$ cat src/rtl/serial_adder_pkg.sv
// Shared types and default sizing for the digit-serial adder.
package serial_adder_pkg;

  typedef enum logic [1:0] {
    IDLE,
    RUN,
    DONE
  } state_e;

  localparam int unsigned DefaultWidth = 8;
  localparam int unsigned DefaultDigit = 1;

endpackage

$ cat src/rtl/fa_cell.sv
// One-bit full adder cell; chained DIGIT times to form the per-cycle ripple.
module fa_cell (
  input  logic A,
  input  logic B,
  input  logic Cin,
  output logic Sum,
  output logic Carry
);

  assign Sum   = A ^ B ^ Cin;
  assign Carry = (A & B) | (A & Cin) | (B & Cin);

endmodule

$ cat src/rtl/serial_adder.sv
// Digit-serial adder: DIGIT bits per cycle, result after WIDTH/DIGIT RUN cycles.
// Define SERIAL_ADDER_SUB_EN to add the Sub port (A + ~B + 1, Cin ignored).
module serial_adder
  import serial_adder_pkg::*;
#(
  parameter int unsigned WIDTH = DefaultWidth,
  parameter int unsigned DIGIT = DefaultDigit
) (
  input  logic             clk,
  input  logic             rst_n,
  input  logic             start,
  input  logic [WIDTH-1:0] A,
  input  logic [WIDTH-1:0] B,
  input  logic             Cin,
`ifdef SERIAL_ADDER_SUB_EN
  input  logic             Sub,
`endif
  output logic [WIDTH-1:0] Sum,
  output logic             Carry,
  output logic             busy,
  output logic             done
);

  localparam int unsigned N    = WIDTH / DIGIT;
  localparam int unsigned CntW = $clog2(N + 1);

  state_e            state_q;
  logic [WIDTH-1:0]  a_q, b_q, psum_q, sum_q;
  logic              c_q, carry_q, busy_q, done_q;
  logic [CntW-1:0]   cnt_q;

  logic [WIDTH-1:0]  b_ld;
  logic              c_ld;
  logic [DIGIT:0]    chain;
  logic [DIGIT-1:0]  dsum;
  logic [WIDTH-1:0]  psum_next;

  // Subtraction is folded in at load time so the datapath only ever adds.
  always_comb begin
    b_ld = B;
    c_ld = Cin;
`ifdef SERIAL_ADDER_SUB_EN
    if (Sub) begin
      b_ld = ~B;
      c_ld = 1'b1;
    end
`endif
  end

  assign chain[0] = c_q;

  for (genvar i = 0; i < DIGIT; i++) begin : g_fa
    fa_cell u_fa (
      .A    (a_q[i]),
      .B    (b_q[i]),
      .Cin  (chain[i]),
      .Sum  (dsum[i]),
      .Carry(chain[i+1])
    );
  end

  // New digit enters at the MSB end; after N shifts the LSB digit sits at bit 0.
  assign psum_next = (psum_q >> DIGIT) | (WIDTH'(dsum) << (WIDTH - DIGIT));

  always_ff @(posedge clk) begin
    if (!rst_n) begin
      state_q <= IDLE;
      a_q     <= '0;
      b_q     <= '0;
      c_q     <= 1'b0;
      psum_q  <= '0;
      cnt_q   <= '0;
      sum_q   <= '0;
      carry_q <= 1'b0;
      busy_q  <= 1'b0;
      done_q  <= 1'b0;
    end else begin
      done_q <= 1'b0;
      unique case (state_q)
        IDLE: begin
          if (start) begin
            a_q     <= A;
            b_q     <= b_ld;
            c_q     <= c_ld;
            psum_q  <= '0;
            cnt_q   <= '0;
            busy_q  <= 1'b1;
            state_q <= RUN;
          end
        end
        RUN: begin
          a_q    <= a_q >> DIGIT;
          b_q    <= b_q >> DIGIT;
          c_q    <= chain[DIGIT];
          psum_q <= psum_next;
          cnt_q  <= cnt_q + CntW'(1);
          if (cnt_q == CntW'(N - 1)) begin
            sum_q   <= psum_next;
            carry_q <= chain[DIGIT];
            busy_q  <= 1'b0;
            done_q  <= 1'b1;
            state_q <= DONE;
          end
        end
        DONE: begin
          state_q <= IDLE;
        end
        default: begin
          state_q <= IDLE;
        end
      endcase
    end
  end

  assign Sum   = sum_q;
  assign Carry = carry_q;
  assign busy  = busy_q;
  assign done  = done_q;

endmodule

$ cat config.mk
export PLATFORM = sky130hd
export DESIGN_NAME = serial_adder
export DESIGN_NICKNAME = d
export VERILOG_FILES = /design/src/rtl/serial_adder_pkg.sv /design/src/rtl/fa_cell.sv /design/src/rtl/serial_adder.sv
export SDC_FILE = /design/constraint.sdc
export NUM_CORES = 1
export LEC_CHECK = 0
export CAP_MARGIN = 25
export CORE_MARGIN = 10
export CORE_UTILIZATION = 51
export DETAILED_ROUTE_END_ITERATION = 10
export PLACE_DENSITY_LB_ADDON = 0.12
export SYNTH_ARGS = -nofsm -noshare
export SYNTH_HDL_FRONTEND = slang
export SYNTH_SLANG_ARGS = --single-unit
$ cat constraint.sdc
create_clock -name clk -period 1.8 [get_ports clk]
set_input_delay 0.36 -clock clk [delete_from_list [all_inputs] [get_ports clk]]
set_output_delay 0.36 -clock clk [all_outputs]
set_load 0.05 [all_outputs]
# == After elaboration in Yosys (flattened, before gate mapping) ==
# Index checks and enable logic that the tools add are counted.
# op_classes
reduce_logical,7
n_eq_ne,4
n_mux,17
n_addsub,1
bitwise,8
# ops
operator,count
case mux 8 bit (2 select lines),3
2-to-1 mux 8 bit,3
OR 7 x 8 -> 8 bit,1
case mux 4 bit (2 select lines),1
AND reduction 2 bit,4
adder 4 x 1 -> 4 bit (second input constant),1
equality test 4 x 3 -> 1 bit (second input constant),1
2-to-1 mux 1 bit,4
2-to-1 mux 2 bit,2
2-to-1 mux 4 bit,1
inequality test 2 bit (second input constant),2
case mux 1 bit (2 select lines),2
case mux 2 bit (2 select lines),1
bitwise AND 1 bit,3
AND reduction 3 bit,1
equality test 2 x 1 -> 1 bit (second input constant),1
logical NOT 2 bit,1
OR 1 bit,2
nonzero test 2 bit,1
bitwise XOR 1 bit,2
# word_totals
output_inout_bits,11
regBits,42
elab_cells,47
input_bits,20

# == Logic depth before layout (Yosys ltp) ==
# Gate-level depths: netlist of the first run.
# depth
depth_word,4
depth_mapped,6
ltp_nobuf,4

# == Modules after synthesis ==
# From an unflattened synthesis of the first run, not the netlist that was laid out.
# unflattened
hier_cells,167
area_unflattened_um2,1581.5
# modules_own_cells
module,cells_each,seq_area_each_um2,instances,area_each_um2
serial_adder,166,820.8,1,1561.5
fa_cell,1,0.0,1,20.0

# == Least setup slack after synthesis of the first run ==
# Ideal clock, no wire load.
# synth_path
kind,register to register
from,register cnt_q[0]
to,"register carry_q, in the netlist Carry"
arrival_time_ns,1.181
stages_incl_launch_ff,5
setup_time_ns,0.072
period_less_slack_ns,1.253
setup_slack_ns,0.547
n_path_buf,0
cell_sequence,dfxtp_1 ha_1 nand4b_4 nor2_4 mux2i_1
# synth_between
elab_chain_cells,2
# synth_rtl
element,line_no,source
start: declaration,serial_adder.sv:30,logic [CntW-1:0] cnt_q;
start signal: assignment,serial_adder.sv:96,cnt_q <= cnt_q + CntW'(1);
equality test 4 x 3 -> 1 bit,serial_adder.sv:97,if (cnt_q == CntW'(N - 1)) begin
AND reduction 2 bit (no line),--,
end signal: assignment,serial_adder.sv:99,carry_q <= chain[DIGIT];
end: declaration,serial_adder.sv:29,"logic c_q, carry_q, busy_q, done_q;"
# Every way passes these cells.
# A chain may end at the register's enable or synchronous reset.

# == Final worst setup path of the first run ==
# layout_path
from,register cnt_q[0]
to,"register sum_q[6], in the netlist Sum[6]"
# layout_between
elab_chain_cells,2
# layout_rtl
element,line_no,source
equality test 4 x 3 -> 1 bit,serial_adder.sv:97,
AND reduction 2 bit (no line),--,
end signal: assignment,serial_adder.sv:98,sum_q <= psum_next;
end: declaration,serial_adder.sv:28,"logic [WIDTH-1:0] a_q, b_q, psum_q, sum_q;"
# Every way passes these cells.

==> results of run 1 <==
## final cells by class
class                      instances  area share
tap                               46      0.0277
clock inverter                     1     0.00241
clock buffer                       7      0.0313
sequential                        41       0.395
inverter                           3     0.00542
multi-input combinational        131       0.385
timing repair buffer              36       0.153
## cells in the mapped netlist (2+ instances only)
cell type,instances,area [µm²]
dfxtp_1,41,821
nand2_1,26,97.6
nor2_1,20,75.1
a21oi_1,18,90.1
o21ai_0,14,70.1
a22oi_1,10,75.1
mux2i_1,9,90.1
o2bb2ai_1,9,78.8
clkbuf_1,5,18.8
buf_2,4,20.0
buf_6,3,33.8
inv_1,3,11.3
nor3_1,3,15.0
a31oi_1,2,12.5
buf_4,2,15.0
nand3_1,2,10.0
o21ai_1,2,10.0
o22ai_1,2,12.5
## worst paths after layout
| check | start | end | slack (ns) | depth (start not counted) |
|---|---|---|---|---|
| max | cnt_q[0] | Sum[6] | 0.36 | 4 |
| min | Sum[2] | Sum[2] | 0.47 | 2 |
| max reg2reg | cnt_q[0] | Sum[6] | 0.36 | 4 |
| min reg2reg | Sum[2] | Sum[2] | 0.47 | 2 |
## power groups by stage
| stage | Combinational [mW] | Clock, mW | Sequential, mW |
|---|---|---|---|
| after global placement | 0.209 | 0 | 0.994 |
| after CTS | 0.214 | 0.531 | 0.974 |
| final | 0.213 | 0.513 | 0.974 |
| after global routing | 0.238 | 0.572 | 0.981 |
| after floorplan | 0.138 | 0 | 0.995 |
| after detailed placement | 0.213 | 0 | 0.994 |
## flip-flops by register name, summed over array words and instances, names as in the netlist
name / flops
Carry: 1
Sum: 8
a_q: 8
b_q: 8
busy: 1
c_q: 1
cnt_q: 4
done: 1
psum_q: 7
state_q: 2
## worst max-delay path, cell delays in order, from the launching register on
cell	delay [ns]
dfxtp_1	0.40
ha_1	0.26
nand4b_4	0.14
nor2_4	0.33
mux2i_1	0.24
## kinds of logic (layout without fill, tap and decap cells)
logic type               count (synthesis)  in the layout  share of synthesized area
AO/OA/AOI/OAI                           61             61                      0.228
AND/OR/NAND/NOR                         59             59                      0.165
buffers and inverters                   18             47                     0.0595
adder cells (fa/ha/maj)                  2              2                     0.0189
flip-flops                              41             41                      0.476
multiplexers                             9              9                     0.0523
## per-layer routing
layer	routed length, µm	part of all wire	vias to the layer above
met2	1800	0.49	36
met3	246	0.067	4
met1	1570	0.43	657
li1	-	-	726
met4	42	0.011	0
met5	0	0	-
## through the flow
stage | cells | hold slack (ns) | total power [mW]
floorplan | 190 | 0.439 | 1.13
global placement | 257 | 0.443 | 1.20
detailed placement | 257 | 0.457 | 1.21
CTS | 265 | 0.474 | 1.72
global route | 265 | 0.500 | 1.79
finish | 265 | 0.466 | 1.70
==> impl_metrics.csv, run 1 <==
group,metric,value,unit
clocking,clk_latency,0.34,ns
clocking,cts-root-buf,"clkbuf_4",
pwr,power.share.sequential,0.573,
finish,layout.nets,240,
global_routing,busiest_layer,"met2",
timing,hold_violations,0,
clocking,ctsHoldBuffers,0,
floorplanning,die_area,0.00611,mm²
worst_setup_path,crit_arrival,1.72,ns
global_routing,met2_usage,0.215,
global_routing,grt_max_degree,19,
placement,dp_slack,0.124,ns
floorplanning,die_y,78.1,µm
global_routing,track_usage,0.127,
finish,ff_latch_area,821,µm²
pwr,vdd_drop_max,0.607,mV
drt,wire_per_inst,13.8,µm
timing,fin_crit_sh,0.802,
clocking,path_clk_slew,0.12,ns
placement,portBuffers,30,
pwr,p_sw,425,µW
timing,tightest_slew,0.477,ns
placement,dp_hpwl,2.67,mm
floorplanning,dieWidth,78.1,µm
clocking,cts_tree,"yes",
drt,drt_first_pass_iters,4,
drt,totalWireLength,3.66,mm
timing,finalClockSkew,0.00569,ns
yosys,synthesis.nets,212,
drt,drc,0,
yosys,synth_cell_type_count,33,
yosys,yosysWarnings,0,
floorplanning,start_util,0.521,
clocking,post_cts_resized,0,
pwr,p_int,1.28,mW
min_path,hp-class,"register to register",
worst_setup_path,criticalPathCategory,"register to register",
drt,via_count,1423,
pwr,clock_power_share,0.302,
timing,period_minus_slack,1.44,ns
drt,initialDrtViolationCount,101,
finish,multiInputGateArea,801,µm²
finish,syn2layout_area_growth,20.5,%
global_routing,antenna_found_initial,0,
timing,slew_headroom,0.682,
global_routing,grt_pass1_wl,6.49,mm
timing,worst_slack,0.356,ns
timing,final.setup.tns,0,ns
status,outcome,"completed",
drt,ant_nets,0,
global_routing,first_global_vias,1451,
pwr,swShare,0.250,
drt,viasPerCell,5.37,
worst_setup_path,crit_path_end_kind,"register",
clocking,cts_max_level,2,
timing,grt_setup_unrepaired,"false",
yosys,synth_cells,190,
global_routing,grt_overflow,0,
yosys,synth_ff_type,"dfxtp_1",
yosys,synth_edf_count,0,
yosys,yosysSeqAreaShare,0.476,
global_routing,grtUsageMet3,0.0524,
yosys,async_reset_ff_frac,0,
pwr,p_comb_frac,0.125,
clocking,clock-sinks,41,
finish,layout-drive-gt1-share,0.142,
finish,mostFrequentLayoutCell,"dfxtp_1",
worst_setup_path,cp_data_required_time,2.08,ns
pwr,powerDensity,819,mW/mm²
placement,gp_congestion,0.808,
finish,antenna_cells,0,
yosys,synth_seq_cells,41,
placement,post_dp_cell_area,0.00201,mm²
worst_setup_path,crit_path_start_kind,"register",
floorplanning,coreArea,0.00331,mm²
timing,setup_viol,0,
finish,post-route-util,0.628,
yosys,synthesis.area,0.00172,mm²
yosys,syn-mean-instance-area,9.07,µm²
global_routing,globalRouteMet1Util,0.142,
finish,mostFrequentLayoutCells,"dfxtp_1, nand2_1, nor2_1",
clocking,cts_buffer_depth,2,
timing,drv_slew,0,
clocking,numCtsBuffers,5,
floorplanning,placementRows,21,
timing,fmax,0.693,GHz
flow_run,maxCapViolCount,0,
finish,finalInstanceArea,0.00208,mm²
floorplanning,io_pins,31,
pwr,p_leak,0.813,nW
worst_setup_path,crit_path_max_fanout,10,
finish,n_fill_cell,300,
clocking,cts_setup_buffers,0,
No activity file was read; power rests on OpenSTA's default activity.
==> run 2, diff against run 1 <==
clock period = 1.5 ns   (was 1.8 ns; I/O delays follow)
==> impl_metrics.csv, run 2 (synthesized netlist as in run 1, its figures left out) <==
group,metric,value,unit
status,outcome,"completed",
min_path,hp-class,"register to register",
clocking,path_clk_slew,0.12,ns
global_routing,grt_max_degree,19,
finish,multiInputGateArea,801,µm²
finish,layout.nets,246,
worst_setup_path,crit_family,"flip-flops",
clocking,post_cts_resized,0,
finish,n_fill_cell,281,
floorplanning,start_util,0.521,
floorplanning,dieWidth,78.1,µm
timing,hold_violations,0,
worst_setup_path,worst-path-stages,5,
timing,finalClockSkew,0.00645,ns
clocking,cts-root-buf,"clkbuf_4",
finish,antenna_cells,0,
timing,fmax,0.744,GHz
worst_setup_path,crit_path_max_fanout,10,
timing,fin_crit_sh,0.896,
drt,initialDrtViolationCount,67,
finish,syn2layout_area_growth,32.7,%
clocking,clk_latency,0.35,ns
finish,mostFrequentLayoutCell,"dfxtp_1",
worst_setup_path,cp_data_required_time,1.79,ns
worst_setup_path,r2r_start,"cnt_q[0]",
worst_setup_path,crit_path_start_kind,"register",
drt,viasPerCell,5.34,
min_path,min_path_cells,2,
timing,tightest_slew,0.462,ns
clocking,cts_tree,"yes",
clocking,clock-sinks,41,
worst_setup_path,path_buf_inv,1,
pwr,total_power,2.20,mW
placement,dp_slack,-0.0386,ns
placement,gp_congestion,0.772,
floorplanning,placementRows,21,
placement,dp_hpwl,2.85,mm
global_routing,antenna_found_initial,0,
timing,slew_headroom,0.692,
clocking,ctsHoldBuffers,0,
worst_setup_path,reg2reg_slack,0.16,ns
worst_setup_path,crit_arrival,1.63,ns
drt,drt_first_pass_iters,4,
drt,drc,0,
timing,setup_viol,0,
clocking,cts_setup_buffers,0,
timing,final.setup.tns,0,ns
global_routing,track_usage,0.125,
worst_setup_path,crit_path_end_kind,"register",
worst_setup_path,reg2reg_depth,5,
clocking,cts_max_level,2,
global_routing,grt_overflow,0,
worst_setup_path,criticalPathCategory,"register to register",
global_routing,grt_pass1_wl,6.38,mm
worst_setup_path,cp-endpoint,"Sum[2]",
worst_setup_path,crit_slowest_cell,"dfxtp_1",
placement,dpl.cell_count,262,
global_routing,first_global_vias,1437,
worst_setup_path,r2r_end,"Sum[2]",
timing,worst_slack,0.155,ns
clocking,cts_buffer_depth,2,
finish,ff_latch_area,821,µm²
timing,period_minus_slack,1.34,ns
floorplanning,io_pins,31,
worst_setup_path,path_cells,"ha_1 > nand4b_4 > nor2_4 > buf_12 > mux2i_1",
floorplanning,die_y,78.1,µm
worst_setup_path,critical_path.max_stage_delay,0.40,ns
pwr,vdd_drop_max,0.667,mV
pwr,p_leak,0.879,nW
finish,layout-drive-gt1-share,0.160,
flow_run,maxCapViolCount,0,
worst_setup_path,crit_start,"cnt_q[0]",
drt,wire_per_inst,14.0,µm
drt,totalWireLength,3.79,mm
finish,mostFrequentLayoutCells,"dfxtp_1, nand2_1, nor2_1",
drt,via_count,1447,
timing,grt_setup_unrepaired,"false",
drt,ant_nets,0,
timing,drv_slew,0,
pwr,powerDensity,960,mW/mm²
floorplanning,die_area,0.00611,mm²
clocking,numCtsBuffers,5,
placement,portBuffers,30,
finish,finalNonFillerCells,271,
floorplanning,coreArea,0.00331,mm²
[run 2: area by class of cell]
class,count,area share
Clock buffer,7,0.0241
Clock inverter,1,0.0131
Inverter,3,0.00492
Multi-Input combinational cell,131,0.350
Sequential cell,41,0.359
Tap cell,46,0.0252
Timing Repair Buffer,42,0.224
[run 2: how the worst min path moves through the flow]
stage                         start      to  slack (ns)
after global routing           B[6]  b_q[6]        0.48
after CTS                 psum_q[1]  Sum[0]        0.48
after detailed placement  psum_q[5]  Sum[4]        0.47
after global placement    psum_q[1]  Sum[0]        0.45
after floorplan                B[5]  b_q[5]        0.43
final                     psum_q[1]  Sum[0]        0.48
[run 2: metrics by stage]
stage	cell area [µm²]	util	hold slack [ns]
2_1_floorplan	1720	-	0.434
3_3_place_gp	2180	0.659	0.455
3_5_place_dp	2180	0.659	0.467
4_1_cts	2270	0.685	0.482
5_1_grt	2290	0.691	0.480
6_report	2290	0.691	0.476
[run 2: tightest hold or removal path, delay by kind of cell, from the launching register on]
family,cells,cell delay (ns)
flip-flops,1,0.33
multiplexers,1,0.06
AND/OR/NAND/NOR,1,0.05
[run 2: metal layers]
layer / share of wire / vias up / global-route usage
met3: 0.052 / 4 / 0.0387
met5: 0 / - / 0
met2: 0.50 / 31 / 0.208
met1: 0.44 / 677 / 0.144
li1: - / 735 / -
met4: 0.0071 / 0 / 0.0538
[run 2: power breakdown]
group / leakage, nW / internal, mW / switching [mW] / total [mW]
Combinational: 0.498 / 0.139 / 0.141 / 0.280
Clock: 0.0455 / 0.398 / 0.347 / 0.745
Sequential: 0.335 / 1.14 / 0.0339 / 1.17
